--- config.mk ---
export PLATFORM = sky130hd
export DESIGN_NAME = sprite_layer_renderer
export DESIGN_NICKNAME = d
export VERILOG_FILES = /design/src/rtl/sprite_layer_renderer.sv
export SDC_FILE = /design/constraint.sdc
export NUM_CORES = 1
export LEC_CHECK = 0
export CAP_MARGIN = 20
export CORE_MARGIN = 2
export CORE_UTILIZATION = 35
export CTS_CLUSTER_SIZE = 25
export DETAILED_ROUTE_END_ITERATION = 8
export GPL_ROUTABILITY_DRIVEN = 0
export PLACE_DENSITY = 0.69
export SLEW_MARGIN = 20
export SYNTH_ARGS = -nofsm -noshare
export SYNTH_HDL_FRONTEND = slang
export SYNTH_SLANG_ARGS = --single-unit
--- constraint.sdc ---
create_clock -name clk -period 9.2 [get_ports clk]
set_input_delay 2.3 -clock clk [delete_from_list [all_inputs] [get_ports clk]]
set_output_delay 2.3 -clock clk [all_outputs]
set_load 0.02 [all_outputs]
--- src/rtl/sprite_layer_renderer.sv ---
// Sprite layer renderer: double-buffered position/control registers, a
// rectangle hit test on the incoming VGA coordinate, an address to an
// external synchronous sprite ROM, and a three-stage output with colour-key
// transparency. One instance feeds one RGB layer input of the composer.
module sprite_layer_renderer #(
    parameter int          SPRITE_W  = 32,
    parameter int          SPRITE_H  = 32,
    parameter logic [31:0] BASE_ADDR = 32'h0000_0000,
    parameter logic [23:0] KEY_COLOR = 24'hFF00FF,
    parameter int          COORD_W   = 10,
    parameter int          MEM_AW    = $clog2(SPRITE_W * SPRITE_H)
) (
    input  logic               clk,
    input  logic               rst_n,
    input  logic               mw_i,
    input  logic [31:0]        address_i,
    input  logic [31:0]        data_i,
    input  logic [COORD_W-1:0] vga_x_i,
    input  logic [COORD_W-1:0] vga_y_i,
    input  logic               pixel_valid_i,
    output logic [MEM_AW-1:0]  mem_address_o,
    input  logic [23:0]        mem_data_i,
    output logic [23:0]        rgb_data_o,
    output logic               hit_o,
    output logic               rgb_valid_o
);

    // One extra bit on every coordinate so POS + size never wraps.
    localparam int XW      = COORD_W + 1;
    localparam int COL_W   = (SPRITE_W > 1) ? $clog2(SPRITE_W) : 1;
    localparam int WIDE_AW = XW + COL_W;

    localparam logic [31:0] ADDR_POS_X = BASE_ADDR;
    localparam logic [31:0] ADDR_POS_Y = BASE_ADDR + 32'h4;
    localparam logic [31:0] ADDR_CTRL  = BASE_ADDR + 32'h8;

    // Shadow (bus-written) and active (frame-committed) registers
    logic [COORD_W-1:0] sh_pos_x_q, sh_pos_x_d, act_pos_x_q, act_pos_x_d;
    logic [COORD_W-1:0] sh_pos_y_q, sh_pos_y_d, act_pos_y_q, act_pos_y_d;
    logic               sh_en_q, sh_en_d, act_en_q, act_en_d;
    logic               sh_flip_q, sh_flip_d, act_flip_q, act_flip_d;

    // Pipeline state
    logic [MEM_AW-1:0]  mem_address_q, mem_address_d;
    logic               s1_hit_q, s1_valid_q;
    logic               s2_hit_q, s2_valid_q;
    logic [23:0]        rgb_data_q, rgb_data_d;
    logic               hit_q, hit_d;
    logic               rgb_valid_q;

    // Stage-0 combinational signals
    logic               frame_start;
    logic [COORD_W-1:0] eff_pos_x, eff_pos_y;
    logic               eff_en, eff_flip;
    logic [XW-1:0]      x_ext, y_ext, px_ext, py_ext, dx, dy;
    logic               in_rect;
    logic [COL_W-1:0]   col;
    logic [WIDE_AW-1:0] addr_wide;

    // Bits that are deliberately not consumed by any logic.
    logic unused_bits;
    assign unused_bits = ^{data_i[31:COORD_W], dx[XW-1:COL_W], addr_wide[WIDE_AW-1:MEM_AW]};

    assign frame_start = pixel_valid_i && (vga_x_i == '0) && (vga_y_i == '0);

    // Hit test and ROM address for the pixel being sampled this cycle
    always_comb begin
        // The frame-start pixel already uses the values being committed on this edge.
        eff_pos_x = frame_start ? sh_pos_x_q : act_pos_x_q;
        eff_pos_y = frame_start ? sh_pos_y_q : act_pos_y_q;
        eff_en    = frame_start ? sh_en_q    : act_en_q;
        eff_flip  = frame_start ? sh_flip_q  : act_flip_q;

        x_ext  = {1'b0, vga_x_i};
        y_ext  = {1'b0, vga_y_i};
        px_ext = {1'b0, eff_pos_x};
        py_ext = {1'b0, eff_pos_y};
        dx     = x_ext - px_ext;
        dy     = y_ext - py_ext;

        in_rect = eff_en && pixel_valid_i
               && (x_ext >= px_ext) && (x_ext < px_ext + XW'(SPRITE_W))
               && (y_ext >= py_ext) && (y_ext < py_ext + XW'(SPRITE_H));

        // SPRITE_W is a power of two, so SPRITE_W-1-dx is the bitwise inverse of dx.
        col       = eff_flip ? ~dx[COL_W-1:0] : dx[COL_W-1:0];
        addr_wide = (WIDE_AW'(dy) << COL_W) | WIDE_AW'(col);
    end

    // Next-state for bus registers, frame commit, ROM address and output stage
    always_comb begin
        // NOTE: every output of this block gets a default first, so no path can infer a latch.
        sh_pos_x_d    = sh_pos_x_q;
        sh_pos_y_d    = sh_pos_y_q;
        sh_en_d       = sh_en_q;
        sh_flip_d     = sh_flip_q;
        act_pos_x_d   = act_pos_x_q;
        act_pos_y_d   = act_pos_y_q;
        act_en_d      = act_en_q;
        act_flip_d    = act_flip_q;
        mem_address_d = mem_address_q;

        if (mw_i) begin
            if (address_i == ADDR_POS_X) sh_pos_x_d = data_i[COORD_W-1:0];
            if (address_i == ADDR_POS_Y) sh_pos_y_d = data_i[COORD_W-1:0];
            if (address_i == ADDR_CTRL) begin
                sh_en_d   = data_i[0];
                sh_flip_d = data_i[1];
            end
        end

        // Commit takes the pre-write shadow; a same-edge write waits a frame.
        if (frame_start) begin
            act_pos_x_d = sh_pos_x_q;
            act_pos_y_d = sh_pos_y_q;
            act_en_d    = sh_en_q;
            act_flip_d  = sh_flip_q;
        end

        if (in_rect) mem_address_d = addr_wide[MEM_AW-1:0];

        hit_d      = s2_hit_q && (mem_data_i != KEY_COLOR);
        rgb_data_d = hit_d ? mem_data_i : 24'h000000;
    end

    // All state registers with synchronous active-low reset
    always_ff @(posedge clk) begin
        // NOTE: sequential state uses non-blocking assignments so every register samples pre-edge values.
        if (!rst_n) begin
            sh_pos_x_q    <= '0;
            sh_pos_y_q    <= '0;
            sh_en_q       <= 1'b0;
            sh_flip_q     <= 1'b0;
            act_pos_x_q   <= '0;
            act_pos_y_q   <= '0;
            act_en_q      <= 1'b0;
            act_flip_q    <= 1'b0;
            mem_address_q <= '0;
            s1_hit_q      <= 1'b0;
            s1_valid_q    <= 1'b0;
            s2_hit_q      <= 1'b0;
            s2_valid_q    <= 1'b0;
            rgb_data_q    <= '0;
            hit_q         <= 1'b0;
            rgb_valid_q   <= 1'b0;
        end else begin
            sh_pos_x_q    <= sh_pos_x_d;
            sh_pos_y_q    <= sh_pos_y_d;
            sh_en_q       <= sh_en_d;
            sh_flip_q     <= sh_flip_d;
            act_pos_x_q   <= act_pos_x_d;
            act_pos_y_q   <= act_pos_y_d;
            act_en_q      <= act_en_d;
            act_flip_q    <= act_flip_d;
            mem_address_q <= mem_address_d;
            s1_hit_q      <= in_rect;
            s1_valid_q    <= pixel_valid_i;
            s2_hit_q      <= s1_hit_q;
            s2_valid_q    <= s1_valid_q;
            rgb_data_q    <= rgb_data_d;
            hit_q         <= hit_d;
            rgb_valid_q   <= s2_valid_q;
        end
    end

    assign mem_address_o = mem_address_q;
    assign rgb_data_o    = rgb_data_q;
    assign hit_o         = hit_q;
    assign rgb_valid_o   = rgb_valid_q;

endmodule

; ---- Yosys cells after proc, flatten, opt, wreduce, memory -nomap -nowiden
; Cells that the tools add are included.
[classes]
addsub = 4
magnitude_cmp = 4
eq_ne = 3
n_mux = 5
bitwise_logic = 2
reduce_logical = 15
[ops]
columns = operator, n
row1 = "32-bit by 3-bit == test with 1-bit output, second input constant", 1
row2 = "32-bit by 4-bit == test with 1-bit output, second input constant", 1
row3 = 32-bit zero test, 1
row4 = "24-bit != test, second input constant", 1
row5 = "10-bit by 6-bit adder with 11-bit output, second input constant", 2
row6 = 10-bit by 11-bit < comparator with 1-bit output, 2
row7 = 10-bit greater-or-equal comparator, 2
row8 = 10-bit zero test, 2
row9 = 10-bit two-way mux, 2
row10 = 10-bit by 5-bit OR with 10-bit output, 1
row11 = 5-bit subtractor, 2
row12 = 1-bit logical AND, 8
row13 = 2-bit AND reduction, 4
row14 = 5-bit two-way mux, 1
row15 = 5-bit NOT, 1
row16 = 1-bit two-way mux, 2
[word_totals]
ff_bits = 84
inputBits = 112
output_inout_bits = 36
elab_cells = 49

; ---- Depth between registers and ports, before layout
[logic_depth]
ltp_word = 9
mapped_depth = 18
ltp_nobuf = 15

; ---- Least setup slack after synthesis
; No wires, ideal clock.
[synth_timing]
path_type = input port to flip-flop
startpoint = input vga_x_i[1]
endpoint = register mem_address_q[8] (netlist: mem_address_o[8])
setup_time_ns = 0.072
arrival_time_ns = 6.351
t_required_ns = 9.128
setup_slack_ns = 2.778
cell_stages = 15
n_path_buf = 3
path_cell_list = or4_4 nor4_4 buf_2 buf_2 mux2_1 ha_1 fa_1 nor2b_1 o31a_1 or4_1 a311oi_1 or4_4 a2111oi_4 buf_6 mux2i_1
[synth_via]
elab_chain_cells = 9
elab_cells_between_ends = 19
classes_between = add/sub (3) / order compare (4) / mux (3) / bitwise (1) / reduce/logical (8)
[synth_rtl]
columns = item, line_no
row1 = start: declaration, 18  ; input logic [COORD_W-1:0] vga_x_i,
row2 = 10-bit zero test, 64  ; assign frame_start = pixel_valid_i && (vga_x_i == '0) && (vga_y_i == '0);
row3 = 1-bit logical AND (2 in series), 64
row4 = 10-bit two-way mux / 1-bit two-way mux (equally long branches), --
row5 = 10-bit by 6-bit adder with 11-bit output (tied with other cells), 82  ; && (x_ext >= px_ext) && (x_ext < px_ext + XW'(SPRITE_W))
row6 = 10-bit by 11-bit < comparator with 1-bit output / 1-bit logical AND (equally long branches), 82
row7 = 1-bit logical AND, 82
row8 = 1-bit logical AND (2 in series), 83  ; && (y_ext >= py_ext) && (y_ext < py_ext + XW'(SPRITE_H));
row9 = end signal: assignment, 155  ; mem_address_q <= mem_address_d;
row10 = end: declaration, 44  ; logic [MEM_AW-1:0] mem_address_q, mem_address_d;
; Parallel ways exist; a longest one is shown, timed or not.
; A chain may end at the register's enable or synchronous reset.

; ---- Final worst setup path
[layout_timing]
startpoint = input vga_x_i[1]
endpoint = register mem_address_q[3] (netlist: mem_address_o[3])
; The elaborated chain is that of the path after synthesis.

==> impl_metrics.ini <==
[placed_design]
place_area_sq_um = 5530
dp_hpwl_mm = 8.02
io_buffers = 125

[setup_path]
required_ns = 9.47
setup.worst_path.start = vga_x_i[1]
path_class = in -> reg
worstReg2RegStart = sh_pos_x_q[0]
rr_endpoint = mem_address_o[3]
critPathMaxStageDelay_ns = 0.64
path_cells = clkdlybuf4s50_1, or4_4, nor4_4, mux2_1, ha_1, fa_1, nor2b_1, o31a_1, or4_1, a311oi_1, or4_4, a2111oi_4, buf_4, mux2i_1
crit_path_start_kind = input pin
path_common_cell = or4_4
ff2ff_setup_slack_ns = 5.67
cp_data_arrival_time_ns = 7.22
slowest_stage = nor4_4
r2r_cells = 11
cp_max_fo = 9
crit_path_end_kind = flip-flop

[cts]
clk_path_buf_depth = 2
cts_hold_buf = 0
root_buffer = clkbuf_16
cts_made_buffers = 9
cts_setup_buffers = 0
cts_tree = yes
worstSkewPairLatency_ns = 0.34
path_clk_slew_ns = 0.06
post_cts_resized = 0
clock_sinks = 84
cts_max_level = 3

[global_routing]
first_global_vias = 3335
grt_max_degree = 71
antenna_found_initial = 0
grt_pass1_wl_mm = 16.3
grt_overflow = 0
grt_usage = 0.162

[synthesis]
ys_types = 49
synth_seq_area_share = 0.406
yosysTopAreaCell = dfxtp_1
synth_flop_cell = dfxtp_1
synthArstFlopShare = 0
yosysMostFrequentCell = dfxtp_1
syn_area_sq_um = 4140
synth-edff-count = 0
ys_ff_latch = 84
synth_common_cells = dfxtp_1, mux2i_1, nor2b_1
synth_top_cell_area_share = 0.406
yosysWarnings = 0
synthTopCellsByArea = dfxtp_1, mux2i_1, ha_1, nor2b_1, and2_1
synth_nets = 560
syn_inst = 415
postSynthAreaPerCell_sq_um = 9.98

[floorplan]
num_rows = 39
die_w_microns = 113
fp.coreArea_sq_um = 11500
initial_core_util = 0.361
die_area_sq_um = 12700
fp.dieH_microns = 113
ios = 148

[status]
outcome = finished, final reports clean

[routing]
vias = 3342
viasPerCell = 4.86
ant_nets = 0
wl_mm = 10.3
route.detailed.drc = 0
wl_per_cell_microns = 14.9
first_pass_iters = 4
drt-initial-drc-count = 57

[job]
drv_cap = 0

[sta]
tns_ns = 0
min_period_ns = 6.96
whs_ns = 0.432
fin_crit_sh = 0.756
max-slew-margin-rel = 0.348
hold_violations = 0
fmax_mhz = 144
setup-violations-final = 0
maxSlewViolCount = 0
skew_ns = 0.00693
worst_slew_pin_slew_ns = 0.978
rsz0062_at_grt = false

[worst_hold_path]
min_from = s1_valid_q
worst_hold_path_type = reg -> reg
hold_end = s2_valid_q
min_path_cells = 1

[pwr]
peakVddDrop_mv = 0.121
p_per_area_nw_per_um2 = 139
p_leak_uw = 0.00221

[cells_and_area]
stdcell_area_sq_um = 5830
n_antenna_cell = 0
fin_nets = 685
drive_gt1_frac = 0.0460
area_growth_pct = 40.9
sequential cells by signal, indices dropped and copies added (netlist names):
signal and cells:
s1_valid_q 1, act_pos_y_q 10, sh_en_q 1, hit_o 1, mem_address_o 10, s1_hit_q 1, s2_valid_q 1, s2_hit_q 1
act_flip_q 1, rgb_valid_o 1, act_en_q 1, sh_pos_y_q 10, act_pos_x_q 10, rgb_data_o 24, sh_pos_x_q 10, sh_flip_q 1
worst max-delay path by stage:
stage / to / slack [ns] / depth (start not counted)
after floorplan: mem_address_o[8] / 2.78 / 15
after detailed placement: mem_address_o[1] / 1.62 / 15
after global routing: mem_address_o[3] / 1.98 / 16
after global placement: mem_address_o[8] / 1.69 / 15
after CTS: mem_address_o[3] / 1.98 / 15
final: mem_address_o[3] / 2.24 / 14
final cells by class:
| cell class | count | area, sq um |
|---|---|---|
| Sequential cell | 84 | 1680 |
| Inverter | 14 | 52.6 |
| Tap cell | 143 | 179 |
| Multi-Input combinational cell | 302 | 2340 |
| Clock inverter | 6 | 72.6 |
| Clock buffer | 9 | 225 |
| Timing Repair Buffer | 129 | 1280 |
| Fill cell | 1066 | 5640 |
power breakdown:
group          total (uW)  internal (uW)  switching (uW)
sequential            364            364          0.0844
clock                 368            213             155
combinational        80.7           50.4            30.3
critical path: cells and delay by family:
family,cells,cell delay [ns]
and+or+nand+nor,5,2.09
buffers and inverters,2,0.78
AOI/OAI and AO/OA,3,0.78
adders and majority gates,2,0.64
muxes,2,0.63
per-layer routing:
layer / GRT usage / vias up / share of wire
met3: 0.0418 / 17 / 0.058
met4: 0.0772 / 0 / 0.026
li1: - / 1705 / -
met1: 0.190 / 1533 / 0.43
met2: 0.277 / 87 / 0.48
met5: 0 / - / 0
cell families after synthesis:
family / Yosys count / synth area share
buffers and inverters: 29 / 0.0290
and+or+nand+nor: 167 / 0.239
adders and majority gates: 33 / 0.103
muxes: 54 / 0.131
AOI/OAI and AO/OA: 34 / 0.0620
DFF: 84 / 0.406
xor gates and xnor gates: 14 / 0.0296
stage by stage:
stage	total power, uW	utilization	worst slack, ns	cells
4_1_cts	824	0.508	1.98	686
3_3_place_gp	452	0.482	1.69	671
3_5_place_dp	453	0.482	1.62	671
6_report	813	0.509	2.24	687
5_1_grt	844	0.509	1.98	687
2_1_floorplan	402	-	2.78	415
cells in the final DEF, fill, tap and decap left out, drive strengths merged, types with 10 or more instances in the layout:
| master | n |
|---|---|
| inv | 17 |
| nor2b | 47 |
| nor4 | 12 |
| nor2 | 10 |
| clkdlybuf4s50 | 124 |
| and2 | 31 |
| ha | 31 |
| nand2 | 27 |
| mux2i | 52 |
| dfxtp | 84 |
(Power assumes the default switching activity.)
